File: config.mk
export PLATFORM = sky130hd
export DESIGN_NAME = if_id_skid_reg_flat
export DESIGN_NICKNAME = d
export VERILOG_FILES = /design/src/rtl/npower_pkg.sv /design/src/rtl/if_id_skid_reg_if.sv /design/src/rtl/npower_field_decode.sv /design/src/rtl/if_id_skid_reg.sv /design/src/flat_wrapper.sv
export SDC_FILE = /design/constraint.sdc
export NUM_CORES = 1
export LEC_CHECK = 0
export ABC_CLOCK_PERIOD_IN_PS = 1980
export BUFFER_PORTS_ARGS = -buffer_cell sky130_fd_sc_hd__buf_2
export CORE_UTILIZATION = 41
export DETAILED_ROUTE_END_ITERATION = 7
export GPL_TIMING_DRIVEN = 1
export SETUP_SLACK_MARGIN = 0.5
export SLEW_MARGIN = 20
export SYNTH_ARGS = -nofsm -noshare
export SYNTH_HDL_FRONTEND = slang
export SYNTH_HIERARCHICAL = 1
export SYNTH_SLANG_ARGS = --single-unit
File: constraint.sdc
create_clock -name clk -period 1.98 [get_ports clk]
set_input_delay 0.495 -clock clk [delete_from_list [all_inputs] [get_ports clk]]
set_output_delay 0.495 -clock clk [all_outputs]
set_load 0.005 [all_outputs]
File: src/rtl/npower_pkg.sv
// Shared types and constants for the nPower front end: beat layout between
// fetch and decode, instruction-field geometry and the skid buffer states.
package npower_pkg;

  localparam int PC_W    = 64;
  localparam int INSTR_W = 32;
  localparam int OPC_W   = 6;
  localparam int REG_W   = 5;

  // Highest instruction bit (exclusive) that any pre-decoded field reaches.
  localparam int FIELD_W = 21;

  localparam logic [OPC_W-1:0] OP_XL = 6'b010011;
  localparam logic [OPC_W-1:0] OP_DS = 6'b111110;

  // One fetched instruction together with its capture-time pre-decode.
  typedef struct packed {
    logic [PC_W-1:0]    pc;
    logic [PC_W-1:0]    pc_plus4;
    logic [INSTR_W-1:0] instr;
    logic [REG_W-1:0]   rs1;
    logic [REG_W-1:0]   rs2;
    logic [REG_W-1:0]   rd;
  } beat_t;

  // Storage slot: the beat plus its opcode, registered alongside the
  // register fields so every decode-side output comes straight from a flop.
  typedef struct packed {
    beat_t            beat;
    logic [OPC_W-1:0] opcode;
  } slot_t;

  typedef enum logic [1:0] {
    ST_EMPTY = 2'd0,
    ST_ONE   = 2'd1,
    ST_FULL  = 2'd2
  } skid_state_e;

  // Sequential next pc; wraps silently at the top of the address space.
  function automatic logic [PC_W-1:0] next_seq_pc(input logic [PC_W-1:0] pc);
    return pc + PC_W'(4);
  endfunction

endpackage

File: src/rtl/if_id_skid_reg_if.sv
// Fetch/decode handshake bundle. The buffer sits on the slave side; the
// fetch/decode environment (or a bench) drives the master side.
interface if_id_skid_reg_if;
  import npower_pkg::*;

  // Fetch side
  logic               in_valid;
  logic               in_ready;
  logic [PC_W-1:0]    in_pc;
  logic [INSTR_W-1:0] in_instr;
  logic               flush;

  // Decode side
  logic               out_valid;
  logic               out_ready;
  logic [PC_W-1:0]    out_pc;
  logic [PC_W-1:0]    out_pc_plus4;
  logic [INSTR_W-1:0] out_instr;
  logic [OPC_W-1:0]   out_opcode;
  logic [REG_W-1:0]   out_rs1;
  logic [REG_W-1:0]   out_rs2;
  logic [REG_W-1:0]   out_rd;

  modport slave (
    input  in_valid, in_pc, in_instr, flush, out_ready,
    output in_ready, out_valid, out_pc, out_pc_plus4, out_instr,
           out_opcode, out_rs1, out_rs2, out_rd
  );

  modport master (
    output in_valid, in_pc, in_instr, flush, out_ready,
    input  in_ready, out_valid, out_pc, out_pc_plus4, out_instr,
           out_opcode, out_rs1, out_rs2, out_rd
  );

endinterface

File: src/rtl/npower_field_decode.sv
// Combinational register-field selection for nPower instructions. Only the
// low FIELD_W bits carry opcode and register fields, so only those come in.
module npower_field_decode
  import npower_pkg::*;
(
  input  logic [FIELD_W-1:0] instr_i,
  output logic [OPC_W-1:0]   opcode_o,
  output logic [REG_W-1:0]   rs1_o,
  output logic [REG_W-1:0]   rs2_o,
  output logic [REG_W-1:0]   rd_o
);

  logic [REG_W-1:0] field_hi;   // [20:16]
  logic [REG_W-1:0] field_mid;  // [15:11]
  logic [REG_W-1:0] field_lo;   // [10:6]

  assign opcode_o  = instr_i[OPC_W-1:0];
  assign field_hi  = instr_i[20:16];
  assign field_mid = instr_i[15:11];
  assign field_lo  = instr_i[10:6];

  // Opcode-dependent routing of the three 5-bit fields onto rs1/rs2/rd.
  always_comb begin
    rs1_o = field_mid;
    rs2_o = field_hi;
    rd_o  = field_lo;
    case (opcode_o)
      OP_XL: begin
        rs1_o = field_lo;
        rs2_o = field_mid;
        rd_o  = field_hi;
      end
      OP_DS: begin
        rs1_o = field_mid;
        rs2_o = field_lo;
        rd_o  = field_hi;
      end
      default: begin
        rs1_o = field_mid;
        rs2_o = field_hi;
        rd_o  = field_lo;
      end
    endcase
  end

endmodule

File: src/rtl/if_id_skid_reg.sv
// IF/ID pipeline register built as a two-entry skid buffer. The head slot
// drives decode directly; the skid slot absorbs one beat when decode stalls,
// so in_ready only depends on registered state. Flush drops every held beat
// (and any beat offered in the same cycle) by clearing valids only.
module if_id_skid_reg
  import npower_pkg::*;
(
  input  logic               clk,
  input  logic               reset,
  if_id_skid_reg_if.slave    bus
);

  skid_state_e state_q, state_d;
  slot_t       head_q, head_d;
  slot_t       skid_q, skid_d;
  logic        in_ready_q, in_ready_d;
  logic        out_valid_q, out_valid_d;

  slot_t            in_slot;
  logic             accept;
  logic             consume;
  logic [OPC_W-1:0] dec_opcode;
  logic [REG_W-1:0] dec_rs1;
  logic [REG_W-1:0] dec_rs2;
  logic [REG_W-1:0] dec_rd;

  npower_field_decode u_decode (
    .instr_i  (bus.in_instr[FIELD_W-1:0]),
    .opcode_o (dec_opcode),
    .rs1_o    (dec_rs1),
    .rs2_o    (dec_rs2),
    .rd_o     (dec_rd)
  );

  assign accept  = bus.in_valid && in_ready_q;
  assign consume = out_valid_q && bus.out_ready;

  // Assemble the incoming beat with its pre-decode and sequential pc.
  always_comb begin
    in_slot               = '0;
    in_slot.beat.pc       = bus.in_pc;
    in_slot.beat.pc_plus4 = next_seq_pc(bus.in_pc);
    in_slot.beat.instr    = bus.in_instr;
    in_slot.beat.rs1      = dec_rs1;
    in_slot.beat.rs2      = dec_rs2;
    in_slot.beat.rd       = dec_rd;
    in_slot.opcode        = dec_opcode;
  end

  // Occupancy transitions; flush wins over any accept, data slots untouched.
  always_comb begin
    state_d = state_q;
    head_d  = head_q;
    skid_d  = skid_q;
    if (bus.flush) begin
      state_d = ST_EMPTY;
    end else begin
      case (state_q)
        ST_EMPTY: begin
          if (accept) begin
            head_d  = in_slot;
            state_d = ST_ONE;
          end
        end
        ST_ONE: begin
          if (accept && consume) begin
            head_d  = in_slot;
          end else if (accept) begin
            skid_d  = in_slot;
            state_d = ST_FULL;
          end else if (consume) begin
            state_d = ST_EMPTY;
          end
        end
        ST_FULL: begin
          // in_ready is low here, so only the skid->head move can happen.
          if (consume) begin
            head_d  = skid_q;
            state_d = ST_ONE;
          end
        end
        default: begin
          state_d = ST_EMPTY;
        end
      endcase
    end
    out_valid_d = (state_d != ST_EMPTY);
    in_ready_d  = (state_d != ST_FULL);
  end

  // State, slots and handshake flags; reset clears everything including data.
  always_ff @(posedge clk) begin
    if (reset) begin
      state_q     <= ST_EMPTY;
      head_q      <= '0;
      skid_q      <= '0;
      in_ready_q  <= 1'b1;
      out_valid_q <= 1'b0;
    end else begin
      state_q     <= state_d;
      head_q      <= head_d;
      skid_q      <= skid_d;
      in_ready_q  <= in_ready_d;
      out_valid_q <= out_valid_d;
    end
  end

  assign bus.in_ready     = in_ready_q;
  assign bus.out_valid    = out_valid_q;
  assign bus.out_pc       = head_q.beat.pc;
  assign bus.out_pc_plus4 = head_q.beat.pc_plus4;
  assign bus.out_instr    = head_q.beat.instr;
  assign bus.out_opcode   = head_q.opcode;
  assign bus.out_rs1      = head_q.beat.rs1;
  assign bus.out_rs2      = head_q.beat.rs2;
  assign bus.out_rd       = head_q.beat.rd;

endmodule
File: src/flat_wrapper.sv
// flat-port wrapper written by rule: the top's interface ports become plain ports
module if_id_skid_reg_flat import npower_pkg::*;
  (clk, reset, bus_in_valid, bus_in_pc, bus_in_instr, bus_flush, bus_out_ready, bus_in_ready, bus_out_valid, bus_out_pc, bus_out_pc_plus4, bus_out_instr, bus_out_opcode, bus_out_rs1, bus_out_rs2, bus_out_rd);
  if_id_skid_reg_if bus_i ();
  input  logic clk;
  input  logic reset;
  input wire logic [$bits(bus_i.in_valid)-1:0] bus_in_valid;
  input wire logic [$bits(bus_i.in_pc)-1:0] bus_in_pc;
  input wire logic [$bits(bus_i.in_instr)-1:0] bus_in_instr;
  input wire logic [$bits(bus_i.flush)-1:0] bus_flush;
  input wire logic [$bits(bus_i.out_ready)-1:0] bus_out_ready;
  output wire logic [$bits(bus_i.in_ready)-1:0] bus_in_ready;
  output wire logic [$bits(bus_i.out_valid)-1:0] bus_out_valid;
  output wire logic [$bits(bus_i.out_pc)-1:0] bus_out_pc;
  output wire logic [$bits(bus_i.out_pc_plus4)-1:0] bus_out_pc_plus4;
  output wire logic [$bits(bus_i.out_instr)-1:0] bus_out_instr;
  output wire logic [$bits(bus_i.out_opcode)-1:0] bus_out_opcode;
  output wire logic [$bits(bus_i.out_rs1)-1:0] bus_out_rs1;
  output wire logic [$bits(bus_i.out_rs2)-1:0] bus_out_rs2;
  output wire logic [$bits(bus_i.out_rd)-1:0] bus_out_rd;
  assign bus_i.in_valid = bus_in_valid;
  assign bus_i.in_pc = bus_in_pc;
  assign bus_i.in_instr = bus_in_instr;
  assign bus_i.flush = bus_flush;
  assign bus_i.out_ready = bus_out_ready;
  assign bus_in_ready = bus_i.in_ready;
  assign bus_out_valid = bus_i.out_valid;
  assign bus_out_pc = bus_i.out_pc;
  assign bus_out_pc_plus4 = bus_i.out_pc_plus4;
  assign bus_out_instr = bus_i.out_instr;
  assign bus_out_opcode = bus_i.out_opcode;
  assign bus_out_rs1 = bus_i.out_rs1;
  assign bus_out_rs2 = bus_i.out_rs2;
  assign bus_out_rd = bus_i.out_rd;
  if_id_skid_reg u_core (.clk(clk), .reset(reset), .bus(bus_i));
endmodule
==> metrics.txt, run 1 <==
status=complete, no violations; Synth Area per Inst=7.908 sq um; Cell Chain, Critical Path=a21bo_4 -> buf_6 -> or3_4 -> clkbuf_16 -> buf_12 -> buf_16 -> nand2_1 -> a21oi_1; vias in the first global route=16272; Area contributors post-synth=dfxtp_1 46%, nand2_1 13%, a311oi_1 6.6%; clk sinks=362; ys async rst share=0%; critical path's top delay family=buffers and inverters; Gate Count Post-Synth=1983; FILL cells=3079; number of buffers inserted by hold repair at cts=0; final-report hold violation count=0; Worst Path Buf+Inv=4; final WL=63480 um; Flop pwr share=41.9%; routability cong.=0.9566; CP endpoint kind=register; Synth Warn #=6; CTS buffer count=42; post-route insts no fill=3032; Internal=13870 uW; PwrDens=744.4 mW/mm^2; GRT overflow=0; synthesized area=0.01568 sq mm; Detailed Place HPWL=36030 um; Layout area overhead=60.31%; Comb pwr share=14.7%; Clk pwr share=43.4%; Hold WC Path Type=in2reg; Setup violations, final=0; Reg clk slew, reported paths=0.06 ns; CTS tree=done; Final Instance Area=0.02514 sq mm; Setup CP Type=reg2reg; Worst Path Arrival=2.36 ns; Synth Net Count=2085; number of flops mapped to enable cells by yosys=0; unrepaired setup endpoints after global routing=yes; max-slew violations=0; largest net degree at the start of global routing=96; worst slack, placed=-0.4126 ns; clk_lat worst skew=0.58 ns; worst-margin pin slew=0.5566 ns; port bufs=283; layout cells sized above 1=45.83%; drt wl/cell=20.94 um; CTS H-tree depth=2; aggregate global-route resource usage=30.83%; post-synth cell types=67; part of the cycle the worst path needs=96.40%; Startpoint Class=register; maximum clock rate=523.9 MHz; Commonest cells post-synth=525 x nand2_1, 362 x dfxtp_1, 244 x nor2_1, 173 x a21oi_1, 118 x a311oi_1; clock skew=0.01798 ns; vias per cell=5.612; maximum clock insertion buffer count=3; Main synth FF type=dfxtp_1; Sw Share=25.87%; LEAKAGE=0.01029 uW; Psw=4841 uW; count leader, synth=nand2_1; slowest stage cell, crit path=or3_4; Antenna Violating Nets Remaining=0; MaxCap Viol Count=0; Initial DRC Count=1437; max incr delay on CP=0.44 ns; row cnt=71; Cell Area, Placed=0.01923 sq mm; Die Span Y=197.6 um; Tmin final=1.909 ns; total vias in the final route=17015; sequential element share of the synthesized area=46.21%; initial antenna violation count=9; Final WS setup=0.07128 ns; Nets=2587; Initial Util=41.63%; IO Count=284; post-synth top area share=46.21%; first-pass GRT wire length=92930 um; synthesis-stage register bit count=362; Inst Count DP=2801; final routed DRC violation total=0; Yosys top cell by area=dfxtp_1; area of the core=0.03767 sq mm; drt pass-1 iters=6; worst-path fanout max=5; VDD IR max=0.6140 mV; final hold slack=0.1741 ns; die width=197.6 um; slew margin rel.=62.90%; Required @ worst endpoint=2.43 ns; clk root buf=clkbuf_16; DIE AREA=0.03903 sq mm
[cells by family after synthesis]
kind of cell               after synthesis  share of synthesized area (%)
AOI/OAI and AO/OA                      420                          18.34
DFF                                    362                          46.21
adders and majority gates                1                        0.07978
buffers and inverters                  189                          5.130
muxes                                   10                         0.8377
xor gates and xnor gates                60                          3.351
and+or+nand+nor                        941                          26.04
[repair_timing]
action,4_1_cts,5_1_grt
cloned,39,12
endpoints found under the setup margin,544,544
setup buffers,94,6
pin swaps,57,92
gates resized for setup,426,194
[worst register-to-register path, delay by kind of cell, from the launching register on]
family          cells  cell delay, ns
simple gates        2            0.50
flops               1            0.38
buf+inv             4            0.61
compound gates      2            0.30
[per-layer routing]
metal | wire, um | vias up | GRT usage, %
li1 | - | 7923 | -
met2 | 28930 | 716 | 47.68
met3 | 5374 | 140 | 7.683
met1 | 26490 | 8228 | 40.10
met4 | 2633 | 8 | 14.76
met5 | 49 | - | 0
[final timing paths]
kind                                       startpoint                                  endpoint  slack, ns  depth (start not counted)
max                      u_core/state_q[0]$_SDFF_PP0_            u_core/skid_q[35]$_SDFFE_PP0P_       0.07                          8
min reg2reg  u_core/bus.out_pc_plus4[31]$_SDFFE_PP0P_  u_core/bus.out_pc_plus4[31]$_SDFFE_PP0P_       0.45                          2
min                                  bus_in_instr[22]            u_core/skid_q[43]$_SDFFE_PP0P_       0.17                          3
max reg2reg              u_core/state_q[0]$_SDFF_PP0_            u_core/skid_q[35]$_SDFFE_PP0P_       0.07                          8
[area by class of cell]
class | instances | area (sq um) | share of cell area [%]
repair buffers | 641 | 6616 | 26.32
well taps | 511 | 639.4 | 2.543
multi-input cells | 1432 | 8925 | 35.50
clock inverters | 13 | 197.7 | 0.7864
clock buffers | 62 | 1246 | 4.957
diodes | 5 | 12.51 | 0.04977
flip-flops and latches | 362 | 7480 | 29.75
inverters | 6 | 22.52 | 0.08959
[power by group through the flow]
stage	Clock, uW	Combinational, uW	Sequential [uW]
after floorplan	0	988	7920
after global placement	0	1960	7920
after detailed placement	0	1990	7930
after CTS	8230	2540	7840
after global routing	8520	2920	7880
final	8120	2750	7850
[placed cells by master, fill, tap and decap left out, types with 7 or more instances in the layout]
cell | netlist | layout
buf_16 | 0 | 46
nor4_4 | 3 | 7
dfxtp_1 | 362 | 182
nor2_4 | 0 | 8
a211oi_2 | 4 | 20
xnor2_1 | 22 | 20
nor2_2 | 1 | 7
buf_8 | 0 | 10
a211oi_1 | 56 | 40
buf_12 | 0 | 46
clkbuf_16 | 0 | 53
buf_2 | 46 | 188
nand2_4 | 0 | 44
buf_6 | 0 | 116
xor2_1 | 38 | 36
o22ai_1 | 21 | 21
dfxtp_2 | 0 | 177
clkbuf_1 | 117 | 8
nor2_1 | 244 | 230
nor3_1 | 20 | 15
clkbuf_8 | 0 | 12
a21oi_1 | 173 | 116
and2_1 | 8 | 8
nand2_1 | 525 | 465
a311oi_2 | 0 | 36
o21ai_0 | 15 | 10
buf_4 | 9 | 221
and3_1 | 40 | 33
nand2_2 | 3 | 18
nand3_1 | 24 | 18
nand4_1 | 26 | 26
a311oi_1 | 118 | 82
a21oi_2 | 1 | 58
nor4_1 | 16 | 8
[state kept, by name, indices dropped and copies added, names as in the netlist]
name,flops
u_core/bus.out_rd,5
u_core/bus.out_rs1,5
u_core/bus.in_ready,1
u_core/bus.out_opcode,6
u_core/bus.out_pc,64
u_core/bus.out_instr,32
u_core/bus.out_rs2,5
u_core/bus.out_valid,1
u_core/bus.out_pc_plus4,62
u_core/state_q,2
u_core/skid_q,179
[stage by stage]
stage | utilization [%] | TNS, ns | total power, uW
5_1_grt | 66.74 | 0 | 19310
3_3_place_gp | 51.05 | -12.12 | 9878
6_report | 66.74 | 0 | 18710
3_5_place_dp | 51.05 | -16.55 | 9918
2_1_floorplan | - | -0.4163 | 8906
4_1_cts | 63.74 | 0 | 18610
No activity file was read; power rests on OpenSTA's default activity.
==> run 2, diff against run 1 <==
Settings changed: CORE_MARGIN set to 10.
==> metrics.txt, run 2 (synthesized netlist as in run 1, its figures left out) <==
die width=215.6 um (+9.1%); DIE AREA=0.04647 sq mm (+19%); Startpoint Class=register; Layout area overhead=67.46%; routability cong.=0.9174 (-4.1%); commonest non-fill, non-tap cell in the layout=nand2_1; part of the cycle the worst path needs=97.06% (+0.66 points); Initial DRC Count=1632 (+14%); LEAKAGE=0.01058 uW (+2.8%); status=complete, no violations; Setup violations, final=0 (unchanged); VDD IR max=0.6475 mV (+5.5%); max reg flops=179 (unchanged); Antenna Violating Nets Remaining=0 (unchanged); register name with the most flops=u_core/skid_q; Cell Area, Placed=0.01937 sq mm (+0.75%); number of buffers inserted by hold repair at cts=0 (unchanged); maximum clock insertion buffer count=3 (unchanged); CP endpoint kind=register; unrepaired setup endpoints after global routing=yes; vias per cell=5.709 (+1.7%); FILL cells=2875 (-6.6%); Worst Path Arrival=2.36 ns (about the same); post-route insts no fill=3073 (+1.4%); max-slew violations=0 (unchanged); maximum clock rate=520.4 MHz (-0.68%); final WL=69430 um (+9.4%); clk_lat worst skew=0.55 ns (-0.03 ns); clk root buf=clkbuf_16; IO Count=284 (unchanged); row cnt=71 (unchanged); area of the core=0.03767 sq mm (unchanged); Nets=2627 (+1.5%); Detailed Place HPWL=38300 um (+6.3%); Inst Count DP=2807 (+0.21%); CTS tree=done; largest net degree at the start of global routing=92 (-4.2%); vias in the first global route=16918 (+4.0%); commonest non-fill, non-tap cells in the layout=508 x nand2_1, 224 x buf_4, 197 x nor2_1; CTS H-tree depth=2 (unchanged); Setup CP Type=reg2reg; total vias in the final route=17544 (+3.1%); Die Span Y=215.6 um (+9.1%); Cell Chain, Critical Path=and3b_2 -> a32oi_2 -> buf_4 -> nor2_4 -> buf_6 -> buf_12 -> buf_8 -> clkbuf_16 -> nor2_1 -> a311oi_1; CTS buffer count=41 (-2.4%); layout cells sized above 1=46.64% (+0.81 points); Reg clk slew, reported paths=0.06 ns (about the same); Tmin final=1.922 ns (+0.01306 ns); Final Util=69.72% (+3.0 points); slowest stage cell, crit path=dfxtp_2; initial antenna violation count=9 (unchanged); aggregate global-route resource usage=27.75% (-3.1 points); worst-margin pin slew=0.6036 ns (+0.04703 ns); drt wl/cell=22.59 um (+7.9%); port bufs=283 (unchanged); worst-path fanout max=8 (+3); final routed DRC violation total=0 (unchanged); final-report hold violation count=0 (unchanged); MaxCap Viol Count=0 (unchanged); setup_tns=0 ns (unchanged); clk sinks=362 (unchanged); Initial Util=41.63% (unchanged); slew margin rel.=59.76% (-3.1 points); PwrDens=724.5 mW/mm^2 (-2.7%); Final Instance Area=0.02626 sq mm (+4.5%); Required @ worst endpoint=2.42 ns (about the same); drt pass-1 iters=6 (unchanged); first-pass GRT wire length=102400 um (+10%); clock skew=0.01774 ns (-0.0002431 ns); GRT overflow=0 (unchanged); final hold slack=0.2089 ns (+0.03477 ns); max incr delay on CP=0.33 ns (-0.11 ns); Hold WC Path Type=in2reg
## run 2: final cells by class
type | count | area (sq um) | share of cell area (%)
Antenna cell | 6 | 15.01 | 0.05718
Clock buffer | 66 | 1242 | 4.731
Clock inverter | 8 | 147.6 | 0.5622
Inverter | 6 | 22.52 | 0.08576
Multi-Input combinational cell | 1433 | 8887 | 33.84
Sequential cell | 362 | 7478 | 28.48
Tap cell | 511 | 639.4 | 2.435
Timing Repair Buffer | 681 | 7828 | 29.81
## run 2: worst paths after layout
path	from	to	slack [ns]	cells past startpoint
hold reg to reg	u_core/skid_q[12]$_SDFFE_PP0P_	u_core/skid_q[12]$_SDFFE_PP0P_	0.45	2
hold / removal	bus_in_instr[22]	u_core/skid_q[43]$_SDFFE_PP0P_	0.21	3
setup reg to reg	u_core/state_q[1]$_SDFF_PP0_	u_core/bus.out_pc[60]$_SDFFE_PP0P_	0.06	10
setup / recovery	u_core/state_q[1]$_SDFF_PP0_	u_core/bus.out_pc[60]$_SDFFE_PP0P_	0.06	10
## run 2: what timing repair did
item | CTS | global route
pin swaps | 98 | 70
gates resized for setup | 507 | 141
cloned | 63 | 9
setup endpoints to repair | 544 | 544
setup buffers | 99 | 15
## run 2: routing by layer
metal,up-vias,part of all wire (%),track usage [%]
met5,-,0.075,0
met4,8,3.2,9.622
met3,147,8.2,6.238
met2,802,47,44.66
met1,8565,42,35.91
li1,8022,-,-
## run 2: worst max-delay path: cells and delay by family (launching register included)
kind | cells | cell delay (ns)
simple gates | 3 | 0.44
flops | 1 | 0.33
buf+inv | 5 | 0.73
compound gates | 2 | 0.32
## run 2: power breakdown
group / switching [uW] / leakage, uW / internal [uW]
Combinational: 1540 / 0.00689 / 1650
Clock: 3130 / 0.000679 / 4820
Sequential: 245 / 0.00302 / 7640
Total: 4920 / 0.0106 / 14100
## run 2: metrics by stage
stage          power, uW  setup slack (ns)
4_1_cts            18840           0.09807
3_5_place_dp        9982           -0.3533
2_1_floorplan       8906           -0.1057
6_report           19030           0.05822
3_3_place_gp        9939           -0.3727
5_1_grt            19600         -0.007737
